`src/rtl/multdiv_issue.sv`:
```
// Issue/write-back controller for the iterative multiplier/divider: latches one
// MULT/DIV micro-op, pulses multdiv, stalls until the result, then writes it back.
module multdiv_issue #(
  parameter int TIMEOUT   = 48,
  parameter int MULT_CODE = 4,
  parameter int DIV_CODE  = 5,
  parameter int TO_CODE   = 6
) (
  input  logic        clock,
  input  logic        reset,
  input  logic        in_valid,
  input  logic        in_is_div,
  input  logic [31:0] in_opA,
  input  logic [31:0] in_opB,
  input  logic [4:0]  in_rd,
  input  logic        flush,
  output logic [31:0] md_opA,
  output logic [31:0] md_opB,
  output logic        ctrl_MULT,
  output logic        ctrl_DIV,
  input  logic [31:0] md_result,
  input  logic        md_exception,
  input  logic        md_resultRDY,
  output logic        stall,
  output logic        wb_valid,
  output logic [4:0]  wb_rd,
  output logic [31:0] wb_data
);

  localparam logic [4:0] RSTATUS = 5'd30;

  typedef enum logic [1:0] {
    IDLE  = 2'd0,
    ISSUE = 2'd1,
    WAIT  = 2'd2,
    DONE  = 2'd3
  } state_t;

  state_t      state;
  logic [5:0]  wait_cnt;
  logic        op_div;
  logic [4:0]  op_rd;

  function automatic logic [31:0] exc_code(input logic div);
    return div ? 32'(DIV_CODE) : 32'(MULT_CODE);
  endfunction

  // The completing op is still on in_valid during DONE, so only the state gates stall.
  assign stall = in_valid && (state != DONE) && !flush;

  always_ff @(posedge clock or posedge reset) begin
    if (reset) begin
      state     <= IDLE;
      wait_cnt  <= '0;
      op_div    <= 1'b0;
      op_rd     <= '0;
      md_opA    <= '0;
      md_opB    <= '0;
      ctrl_MULT <= 1'b0;
      ctrl_DIV  <= 1'b0;
      wb_valid  <= 1'b0;
      wb_rd     <= '0;
      wb_data   <= '0;
    end else begin
      ctrl_MULT <= 1'b0;
      ctrl_DIV  <= 1'b0;
      wb_valid  <= 1'b0;
      case (state)
        IDLE: begin
          if (in_valid && !flush) begin
            md_opA    <= in_opA;
            md_opB    <= in_opB;
            op_rd     <= in_rd;
            op_div    <= in_is_div;
            ctrl_MULT <= !in_is_div;
            ctrl_DIV  <= in_is_div;
            state     <= ISSUE;
          end
        end
        ISSUE: begin
          wait_cnt <= '0;
          state    <= flush ? IDLE : WAIT;
        end
        WAIT: begin
          if (flush) begin
            state <= IDLE;
          end else if (wait_cnt >= 6'(TIMEOUT)) begin
            wb_valid <= 1'b1;
            wb_rd    <= RSTATUS;
            wb_data  <= 32'(TO_CODE);
            state    <= DONE;
          end else if (wait_cnt >= 6'd2 && md_resultRDY) begin
            // RDY in the first two WAIT cycles may be left over from the previous op.
            wb_valid <= 1'b1;
            wb_rd    <= md_exception ? RSTATUS : op_rd;
            wb_data  <= md_exception ? exc_code(op_div) : md_result;
            state    <= DONE;
          end else begin
            wait_cnt <= wait_cnt + 6'd1;
          end
        end
        DONE: begin
          state <= IDLE;
        end
        default: state <= IDLE;
      endcase
    end
  end

endmodule

```
`config.mk`:
```
export PLATFORM = sky130hd
export DESIGN_NAME = multdiv_issue
export DESIGN_NICKNAME = d
export VERILOG_FILES = /design/src/rtl/multdiv_issue.sv
export SDC_FILE = /design/constraint.sdc
export NUM_CORES = 1
export LEC_CHECK = 0
export CORE_ASPECT_RATIO = 1.25
export CORE_MARGIN = 4
export CORE_UTILIZATION = 37
export DETAILED_ROUTE_END_ITERATION = 16
export PLACE_DENSITY_LB_ADDON = 0.25
export SETUP_SLACK_MARGIN = 0.5
export SLEW_MARGIN = 10
export SYNTH_ARGS = -nofsm -noshare
export SYNTH_HDL_FRONTEND = slang
export SYNTH_SLANG_ARGS = --single-unit
```
`constraint.sdc`:
```
create_clock -name clock -period 4.4 [get_ports clock]
set_input_delay 1.1 -clock clock [delete_from_list [all_inputs] [get_ports clock]]
set_output_delay 1.1 -clock clock [all_outputs]
set_load 0.05 [all_outputs]
```
==> results of run 1 <==
==> registers in the layout (all words and copies together), names as in the netlist, 2 cells and up <==
register,count
md_opA,32
md_opB,32
state,2
op_rd,5
wait_cnt,6
wb_rd,5
wb_data,32
==> what timing repair did <==
action	4_1_cts	5_1_grt
buffers inserted	0	0
setup endpoints to repair	0	1
hold buffers	0	0
gates resized for setup	0	1
==> logic make-up (layout without fill, tap and decap cells) <==
logic type                 count (synthesis)  in the layout
AOI/OAI and AO/OA                         50             50
xor gates and xnor gates                   1              1
adders and majority gates                  1              1
buffers and inverters                     27            253
DFF                                      118            118
muxes                                     73             73
and+or+nand+nor                           99             99
==> placed cells by master (no fill, tap or decap), drive strengths merged, types with 4 or more instances in the layout <==
master	netlist	layout
inv	6	5
dfrtp	118	118
clkinv	0	4
nor2	8	8
clkdlybuf4s50	0	211
clkbuf	10	21
nand2	70	70
mux2	70	70
clkinvlp	0	4
o21ai	38	38
buf	11	5
==> power by group through the flow <==
stage | clock [W] | combinational [W] | sequential, W
2_1_floorplan | 0 | 0.000229 | 0.00197
3_3_place_gp | 0 | 0.00132 | 0.00138
3_5_place_dp | 0 | 0.00134 | 0.00139
4_1_cts | 0.00136 | 0.00134 | 0.00138
5_1_grt | 0.00141 | 0.00138 | 0.00140
6_report | 0.00132 | 0.00133 | 0.00137
==> area by class of cell <==
class | instances | area [sq um]
clock inverters | 9 | 102.6
repair buffers | 217 | 2187
fillers | 1005 | 4683
flip-flops and latches | 118 | 2953
well taps | 164 | 205.2
multi-input cells | 224 | 1590
clock buffers | 21 | 470.5
inverters | 6 | 26.28
==> metrics by stage <==
stage	total power, W	hold slack, ns	utilization	setup slack (ns)	std cells
after floorplan	0.002203	0.4693	-	0.8893	369
after global placement	0.002705	0.4615	0.5696	0.5871	729
after global routing	0.004191	0.5031	0.6167	0.8816	759
final	0.004021	0.4760	0.6167	0.9667	759
after CTS	0.004071	0.4817	0.6165	0.5564	759
after detailed placement	0.002727	0.4703	0.5696	0.5862	729
==> layer usage <==
layer,track usage,vias to the layer above
li1,-,1687
met4,0.08421,0
met5,0,-
met3,0.06544,20
met2,0.2925,128
met1,0.1961,1676
==> worst paths after layout <==
check | end | slack [ns] | cells after the start | startpoint
max | stall | 0.97 | 4 | in_valid
min | wb_data[29] | 0.48 | 2 | wb_data[29]
max reg2reg | wb_data[7] | 2.02 | 4 | wait_cnt[1]
min reg2reg | wb_data[29] | 0.48 | 2 | wb_data[29]
max in group asynchronous | wb_data[30] | 2.30 | 3 | reset
min in group asynchronous | md_opA[19] | 1.30 | 2 | reset
==> critical path: cells and delay by family <==
family	cells	cell delay [ns]
buffers and inverters	3	1.02
AO/OA/AOI/OAI	1	0.21
==> run summary, run 1 <==
The flow ran to the end, and the final reports show no timing, DRC or antenna violations. The number of antenna cells inserted is 0. The congestion estimate from routability-driven global placement came to about 0.75. The worst setup path is launched from an input port. The slowest stage of the critical path belongs to the cell sky130_fd_sc_hd__clkdlybuf4s50_1. The met3 wire length came out at roughly 1000 um. Sorting the synthesized cells by area gives the leading types as sky130_fd_sc_hd__dfrtp_1, sky130_fd_sc_hd__mux2_2, sky130_fd_sc_hd__nand2_1, sky130_fd_sc_hd__o21ai_0, sky130_fd_sc_hd__buf_2. STA classifies the critical path endpoint as an output pin.

The top achievable clock speed is between 0.2 and 0.3 GHz. The largest net degree at the start of global routing came out at 70. For this run, design rule violations remaining after detail routing come to 0. The post-synthesis sequential area ratio came out at 0.6363. The worst path arrival time came out at 2.33 ns. The post-synthesis share of cell area spent on and, or, nand and nor gates is 0.09544. The first global-routing pass estimated approximately 19,000 um of wire.

Pin placement for this block handled 213 I/O pins. The static power due to leakage came out at roughly 3.2 nW. The sum of overflow across all layers after global routing is 0. TritonCTS built the clock tree. The arithmetic-cell share of the synthesized area counting full adders, half adders and majority gates is 0.002696. The xor and xnor fraction of the mapped netlist area came out at 0.001887. The delay of the slowest critical-path stage came out at just under 0.5 ns. The power per standard cell area came out at around 530 nW/um^2. The cell sitting at the root of the clock tree is a sky130_fd_sc_hd__clkbuf_16. The total routed wire length on the met1 layer is approximately 4500 um.

The share of the synthesized area in the top cell type came out at 0.6363. The slew at the pin with the worst max-slew slack came out at around 1.2 ns. The time the worst path needs with I/O delays and setup came out at about 3.4 ns. The clock tree synthesis step divided the H-tree into 4 levels. The number of vias per cell is about 4.6. The number of distinct library cell variants in the gate-level netlist after synthesis came out at 39. The switching part of the total is 0.3422. The final count of pins violating max slew came out at 0.

The tightest slew margin relative to the limit came out at 0.2323. The floorplan die height is 133.2 um. The synthesized instance count came out at roughly 370.

Measured against the total synthesized area, the mux share comes to 0.1763. The HPWL after detailed placement is ~9000 um. After clock tree synthesis, the clock-pin slew on the worst setup and hold paths is around 0.050 ns. The standard-cell row count came out at 45. The share of total power dissipated in sequential elements is 0.342. The share of the synthesized area in compound gates (AO/OA/AOI/OAI) is 0.06012. The cell area after placement came out at ~7000 sq um. The required arrival time at the worst endpoint is between 3 and 4 ns.

The number of enable flip-flop cells after synthesis is 0. The proportion of power drawn by the clock network came out at 0.329. The count of vias placed by the detailed router came out at roughly 3,500. The number of nets in the finished design came out at between 600 and 700. The maximum count of clock buffers along a single path came out at 2. The max-capacitance violation count is 0.

The design internal power came out at about 0.0026 W. The final routed wire length divided by cell count is ~16 um. The final clock skew is 0.01489 ns. The summed instance area of the synthesized netlist is about 4600 sq um.

The number of global-route vias before repair came out at about 3,700. The final instance area came out at between 7000 and 8000 sq um. Yosys instantiated no cell more often than sky130_fd_sc_hd__dfrtp_1. The share of the clock period used by the worst path after layout is 0.7803.

The die covers between 10,000 and 15,000 sq um. The hold violation total from the final report came out at 0. After synthesis, the most frequently instantiated cells are sky130_fd_sc_hd__dfrtp_1, sky130_fd_sc_hd__mux2_2, sky130_fd_sc_hd__nand2_1. The net switching component of the power is 0.001376 W. Traced cell by cell, the critical path runs through clkdlybuf4s50_1, inv_1, a211oi_1, dlymetal6s2s_1. From left edge to right edge, the die measures around 110 um. The share of total power dissipated in combinational logic is 0.330. The maximum vdd drop came out at between 0.0002 and 0.0003 V. The clock reaches the later pin of the worst-skew pair after a little over 0.4 ns. When the netlist entered floorplanning its net count stood at 478. The detail route stage leaves a number of antenna-violating nets equal to 0. Setup repair after global routing left no endpoint under its margin. The total of buffers placed on input and output ports came out at 212.

The overall global routing resource usage is 0.1752. The detailed router used layers up to and including met4. The most used flip-flop cell after synthesis is sky130_fd_sc_hd__dfrtp_1. Summed over all failing endpoints, the final setup total negative slack is 0 ns.

The met2 layer wire length in the routed design is between 6000 and 7000 um. The clock sink count is approximately 120. The number of buffers added by the clock tree synthesis step came out at 17.

The mean post-synth cell area is approximately 13 sq um. The initial antenna violation count came out at 0. The area inside the core boundary is approximately 12,000 sq um. The effective utilization at floorplan came out at 0.3798. The area growth from synthesis to layout is 62.36%. Wires add up to between 10,000 and 15,000 um.

The first detailed-routing pass ran for 4 iterations. The type of the tightest min-delay check is register to register. Yosys printed 0 warnings. Of all cell types, the one taking the most synthesized area is sky130_fd_sc_hd__dfrtp_1. The maximum fanout along the worst path is 2. In the final layout, the share of cells above drive strength 1 is 0.1866. The post-synthesis register bit count is around 120. The total of endpoints with negative setup slack in the final report came out at 0. The main combinational cell family by area after synthesis is multiplexers. The initial DRC count came out at 126. The fraction of synthesis flops using an asynchronous set or reset pin is 1.000. The worst setup path is of the input port to output pin kind.
Power figures use the tool's default switching activity.
==> inputs of run 2 (changes only) <==
clock period = 2.8 ns   (was 4.4 ns; I/O delays follow)
==> run summary, run 2 (synthesis gave the netlist of run 1 again) <==
The flow ran to the end, and the final reports show no timing, DRC or antenna violations. The standard-cell row count is 45 (unchanged). The final routed wire length divided by cell count is 15.67 um (-1.9%).

The sequential power share is 0.327 (-0.015). The final-layout worst hold slack came out at 0.4680 ns (-0.007986 ns). The share of the clock period used by the worst path after layout is 0.8054. The floorplan die height is 133.2 um (unchanged).

The net switching component of the power came out at 0.002149 W (+56%). The sum of overflow across all layers after global routing came out at 0 (unchanged). The hold violation total from the final report was 0 (unchanged). For this run, the top clock speed supported by timing is approximately 0.44 GHz. The setup total negative slack came out at 0 ns (unchanged).

TritonCTS built the clock tree. The switching part of the total is 0.3266 (-0.01557). The cell count of the worst reg-to-reg path came to 4 (unchanged). The critical path depth in cells came to 1 (-3). The final count of pins violating max slew came to 0 (unchanged). The post-CTS clock slew at the launch and capture registers of the worst setup and hold paths was 0.05 ns (about the same). The slew at the pin with the worst max-slew slack came to 0.6207 ns (-0.5296 ns). Setup repair after global routing left no endpoint under its margin. The clock sink count came out at 118 (unchanged). The static power due to leakage came out at 4.193 nW (+32%). The max-capacitance violation count is 0 (unchanged). The remaining number of nets flagged by the antenna check after routing came out at 0 (unchanged). The number of detailed-routing iterations run before antenna repair is 4 (unchanged). The floorplan die area is 14,410 sq um (unchanged).

The fill cell instance count of the final layout came to 942 (-6.3%). The worst setup path is launched from a register. The routability congestion estimate came to 0.8123 (+7.9%).

The leading cell type in the layout, fill and taps excluded is sky130_fd_sc_hd__clkdlybuf4s50_1. The total power consumption of the routed design came to 0.006580 W (+64%). The number of nets in the finished design came out at 699 (+0.87%). The initial antenna violation count is 0 (unchanged).

The number of buffers added by the clock tree synthesis step came to 17 (unchanged). The count of vias placed by the detailed router is 3,593 (+2.3%). The HPWL after detailed placement is 8593 um (-4.5%). The final clock skew came to 0.006109 ns (-0.008780 ns). The number of levels the H-tree was split into was 4 (unchanged).

The wire length of the first global-routing pass was 18,760 um (-3.6%). The proportion of layout cells with a drive suffix above 1 came out at 0.1993 (+0.01278). The required arrival time at the worst endpoint is 2.10 ns (-1.20 ns). The total of endpoints with negative setup slack in the final report is 0 (unchanged). The worst hold path stage count came to 2 (unchanged).

The number of I/O pins came out at 213 (unchanged). The area inside the core boundary came to 12,220 sq um (unchanged). For the finished layout, the period the worst path requires is 2.255 ns. The design internal power is 0.004431 W (+68%). The slowest stage of the critical path is the sky130_fd_sc_hd__clkdlybuf4s50_1 cell. The DRC violation count after routing was 0 (unchanged).

The maximum fanout along the worst path is 2 (unchanged). The worst setup path is captured at an output pin. The combinational share of power came to 0.311 (-0.019). The clock latency on the worst-skew pair is 0.40 ns (about the same). The tightest slew margin relative to the limit is 0.5862 (+0.3539).

The root buffer selected by CTS is sky130_fd_sc_hd__clkbuf_16. The number of vias per cell was 4.691 (+1.4%). The proportion of power drawn by the clock network is 0.362 (+0.033).

The number of global-route vias before repair is 3,778 (+1.3%). The library cells used most frequently in the layout, excluding fill and tap cells, are sky130_fd_sc_hd__clkdlybuf4s50_1, sky130_fd_sc_hd__dfrtp_1, sky130_fd_sc_hd__dlymetal6s2s_1, sky130_fd_sc_hd__mux2_2, sky130_fd_sc_hd__nand2_1. The kind of cell with the highest combined delay along the critical path is buffers and inverters. The largest net degree at the start of global routing came out at 119 (+70%). The number of buffers and inverters on the critical path is 1 (-2).

The total of buffers placed on input and output ports came out at 212 (unchanged). The width of the die was 108.2 um (unchanged). The worst path arrival time came to 1.56 ns (-0.77 ns). The delay of the slowest critical-path stage came out at 0.81 ns (+0.32 ns). The aggregate routed wire length is 12,000 um (-0.96%). The maximum count of clock buffers along a single path is 2 (unchanged). The power per standard cell area came out at 834.8 nW/um^2 (+56%). Relative to the synthesized area, the layout overhead comes to 69.86%. Traced cell by cell, the critical path runs through clkdlybuf4s50_1.

In this run the worst hold path is classified as register to register. The maximum vdd drop is 0.0004492 V (+56%). The initial DRC count is 125 (-0.79%). By startpoint and endpoint, the worst setup path is classified as register to output pin. The overall global routing resource usage was 0.1664 (-0.008825). The number of antenna cells inserted is 0 (unchanged). The largest registers in the layout are md_opA x32, md_opB x32, wb_data x32.

The effective utilization at floorplan came out at 0.3798 (unchanged).
[run 2: cell count changes in the layout (fill, tap and decap cells not counted), sizes merged]
cell           delta
clkdlybuf4s50    -83
buf               +7
clkinv            -1
bufinv            +3
dlymetal6s2s     +72
clkinvlp          -3
clkbuf            +2
dlygate4sd2      +10
[run 2: stage by stage]
stage / setup WS, ns / std cells / cell area, sq um / utilization
after CTS: 0.5010 / 766 / 7700 / 0.6302
after floorplan: 0.5513 / 369 / 4649 / -
after global placement: 0.1982 / 733 / 7029 / 0.5753
after detailed placement: 0.2103 / 733 / 7029 / 0.5753
final: 0.5448 / 766 / 7883 / 0.6452
after global routing: 0.5013 / 766 / 7883 / 0.6452
[run 2: path summary, 6_finish.rpt]
check	from	end	slack (ns)
setup / recovery	md_opA[22]	md_opA[22]	0.54
hold / removal	wb_data[0]	wb_data[0]	0.47
setup reg to reg	state[1]	wait_cnt[4]	0.70
hold reg to reg	wb_data[0]	wb_data[0]	0.47
max in group asynchronous	reset	md_opB[16]	1.51
min in group asynchronous	reset	md_opA[11]	0.83
[run 2: cell type report]
class / instances / area, sq um / area share
Clock buffer: 23 / 488.0 / 0.06190
Clock inverter: 8 / 168.9 / 0.02143
Inverter: 6 / 26.28 / 0.003333
Multi-Input combinational cell: 224 / 1603 / 0.2033
Sequential cell: 118 / 2953 / 0.3746
Tap cell: 164 / 205.2 / 0.02603
Timing Repair Buffer: 223 / 2439 / 0.3094
[run 2: timing repair]
item	4_1_cts	5_1_grt
resized for setup	13	73
hold buffers	0	0
pin swaps	1	0
buffers inserted	2	0
setup endpoints to repair	9	73
[run 2: layer usage]
layer,vias up,wire (um),track usage
met4,0,212,0.06526
met3,15,990,0.07126
met2,148,6154,0.2773
met5,-,0,0
li1,1703,-,-
met1,1727,4644,0.1874
[run 2: power groups by stage]
stage	logic [W]	registers (W)	clock network [W]
floorplan	0.000361	0.00310	0
global placement	0.00208	0.00217	0
detailed placement	0.00210	0.00219	0
CTS	0.00209	0.00216	0.00244
global route	0.00214	0.00220	0.00253
finish	0.00205	0.00215	0.00238
==> inputs of run 3 (changes only) <==
CORE_UTILIZATION = 41   (was 37)
clock period = 2.25 ns   (was 2.8 ns; I/O delays follow)
==> run summary, run 3 (synthesis gave the netlist of run 1 again) <==
The static power due to leakage came out at 3.871 nW (-7.7%). The maximum vdd drop was 0.0005715 V (+27%). The setup total negative slack came out at 0 ns (unchanged). The leading cell type in the layout, fill and taps excluded is sky130_fd_sc_hd__dfrtp_1. The setup path with the least slack is of type register to output pin. The hold violation total from the final report came out at 0 (unchanged). The net switching component of the power is 0.002823 W (+31%). The wire length of the first global-routing pass is 21,070 um (+12%). The number of I/O pins is 213 (unchanged). The total of endpoints with negative setup slack in the final report was 0 (unchanged). The total of buffers placed on input and output ports came to 212 (unchanged). Static timing analysis puts the maximum clock frequency at between 0.5 and 0.6 GHz. The final count of pins violating max slew is 0 (unchanged). The initial DRC count is 122 (-2.4%).

Setup repair after global routing could not meet its margin everywhere. The initial antenna violation count was 0 (unchanged). The effective utilization at floorplan came out at 0.4187 (+0.03889).

The number of vias per cell is 4.981 (+6.2%). The area growth from synthesis to layout is 86.38%. The remaining number of nets flagged by the antenna check after routing is 0 (unchanged). The HPWL after detailed placement is 9293 um (+8.1%). The share of the clock period used by the worst path after layout is 0.8583. The number of global-route vias before repair came to 4,048 (+7.1%).

The worst register-to-register path ends at md_opA[26]. The maximum count of clock buffers along a single path came out at 2 (unchanged). The number of nets in the finished design came out at 737 (+5.4%).

The area inside the core boundary came out at 11,080 sq um (-9.3%). The final clock skew came out at 0.008448 ns (+0.002339 ns). The launch point of the critical path is state[1].

The DRC violation count after routing came to 0 (unchanged). The clock latency on the worst-skew pair came out at 0.40 ns (about the same). The clock sink count came out at 118 (unchanged).

STA classifies the critical path endpoint as an output pin. The cell count of the worst reg-to-reg path is 8 (+4). The setup slack of the worst register-to-register path is 0.40 ns (-0.30 ns).

The number of detailed-routing iterations run before antenna repair is 4 (unchanged). The routability congestion estimate is 0.7599 (-6.5%). The run finished with clean final reports. The standard-cell row count came to 43 (-4.4%). The max-capacitance violation count is 0 (unchanged).

The post-CTS clock slew at the launch and capture registers of the worst setup and hold paths came out at 0.05 ns (about the same). Following the worst setup path forward leads to its endpoint at stall. The sequential power share came out at 0.324 (-0.003). In the layout the commonest cells are sky130_fd_sc_hd__dfrtp_1, sky130_fd_sc_hd__clkdlybuf4s50_1, sky130_fd_sc_hd__clkdlybuf4s15_2, sky130_fd_sc_hd__nand2_1, sky130_fd_sc_hd__mux2_4. The final-layout worst hold slack came to 0.4655 ns (-0.002473 ns). The final routed wire length divided by cell count came out at 18.67 um (+19%).

The number of levels the H-tree was split into was 4 (unchanged). The sum of overflow across all layers after global routing is 0 (unchanged). The overall global routing resource usage was 0.2123 (+0.04590). The largest registers in the layout are md_opA x32, md_opB x32, wb_data x32. The number of antenna cells inserted came to 0 (unchanged). The slew at the pin with the worst max-slew slack was 0.3245 ns (-0.2963 ns). STA classifies the critical path startpoint as a register. The required arrival time at the worst endpoint was 1.69 ns (-0.41 ns). The proportion of power drawn by the clock network is 0.332 (-0.030). The count of vias placed by the detailed router is 3,865 (+7.6%). The proportion of layout cells with a drive suffix above 1 is 0.4181 (+0.2188). The design internal power came out at 0.005507 W (+24%). The tightest slew margin relative to the limit is 0.7819 (+0.1957). The combinational share of power came out at 0.343 (+0.032).

The floorplan die height is 126.9 um (-4.7%). The worst path arrival time came out at 1.37 ns (-0.19 ns). The maximum fanout along the worst path came out at 2 (unchanged). The aggregate routed wire length came out at 14,490 um (+21%). The switching part of the total was 0.3389 (+0.01231). The power per standard cell area came out at 963.1 nW/um^2 (+15%). TritonCTS built the clock tree. The fill cell instance count of the final layout came to 659 (-30%). The largest net degree at the start of global routing came out at 52 (-56%). The floorplan die area came to 13,100 sq um (-9.1%). In this run the critical register-to-register path is launched from state[0]. The path class of the tightest hold or removal check is input port to async pin. The number of buffers added by the clock tree synthesis step is 17 (unchanged). The root buffer selected by CTS is sky130_fd_sc_hd__clkbuf_16. The width of the die is 103.2 um (-4.6%).

The time the worst path needs with I/O delays and setup is a little under 2 ns.
-- run 3: cell types whose count changed in the layout (fill, tap and decap cells not counted), sizes merged --
cell | before | now
clkdlybuf4s15 | 0 | 98
dlymetal6s2s | 73 | 1
clkinvlp | 1 | 3
bufinv | 5 | 3
clkdlybuf4s50 | 128 | 104
dlygate4sd2 | 10 | 1
buf | 12 | 51
clkbuf | 23 | 30
-- run 3: worst max-delay path, stage by stage, from the launching register on --
cell and delay (ns):
sky130_fd_sc_hd__dfrtp_1 0.38, sky130_fd_sc_hd__buf_6 0.13, sky130_fd_sc_hd__a211oi_4 0.27, sky130_fd_sc_hd__buf_12 0.17
-- run 3: cell type report --
| cell class | instances | area (sq um) | area share |
|---|---|---|---|
| Multi-Input combinational cell | 224 | 1887 | 0.2181 |
| Clock buffer | 24 | 491.7 | 0.05685 |
| Sequential cell | 118 | 2953 | 0.3414 |
| Timing Repair Buffer | 261 | 3003 | 0.3472 |
| Clock inverter | 8 | 120.1 | 0.01389 |
| Inverter | 6 | 26.28 | 0.003038 |
| Tap cell | 135 | 168.9 | 0.01953 |
-- run 3: repair_timing --
item / 4_1_cts / 5_1_grt
gates cloned: 5 / 4
pin swaps: 2 / 4
hold buffers: 0 / 0
buffers inserted: 9 / 10
setup endpoints to repair: 178 / 114
gates resized for setup: 326 / 100
-- run 3: layer usage --
layer	track usage	routed length (um)
met1	0.2387	5450
met2	0.3631	7555
met3	0.06876	997
met4	0.09146	486
met5	0	0
-- run 3: worst min path at each step --
stage	cells past startpoint	from	to
floorplan	1	wait_cnt[2]	wait_cnt[2]
detailed placement	2	wb_data[12]	wb_data[12]
global route	2	reset	md_opB[12]
CTS	2	reset	md_opB[12]
finish	2	reset	md_opB[12]
global placement	2	wb_rd[2]	wb_rd[2]
-- run 3: metrics by stage --
stage | util | total power [W] | setup WS (ns) | area (sq um) | instances
after global routing | 0.7804 | 0.008636 | 0.2748 | 8650 | 776
final | 0.7804 | 0.008330 | 0.3188 | 8650 | 776
after detailed placement | 0.6459 | 0.005380 | -0.1609 | 7158 | 716
after global placement | 0.6459 | 0.005327 | -0.1585 | 7158 | 716
after CTS | 0.7367 | 0.008163 | 0.3157 | 8165 | 762
after floorplan | - | 0.004312 | 0.1987 | 4661 | 369
-- run 3: power by group through the flow --
| stage | combinational [W] | clock, W | sequential (W) |
|---|---|---|---|
| after floorplan | 0.000451 | 0 | 0.00386 |
| after global placement | 0.00264 | 0 | 0.00269 |
| after detailed placement | 0.00267 | 0 | 0.00271 |
| after CTS | 0.00266 | 0.00282 | 0.00268 |
| after global routing | 0.00297 | 0.00291 | 0.00275 |
| final | 0.00286 | 0.00277 | 0.00270 |
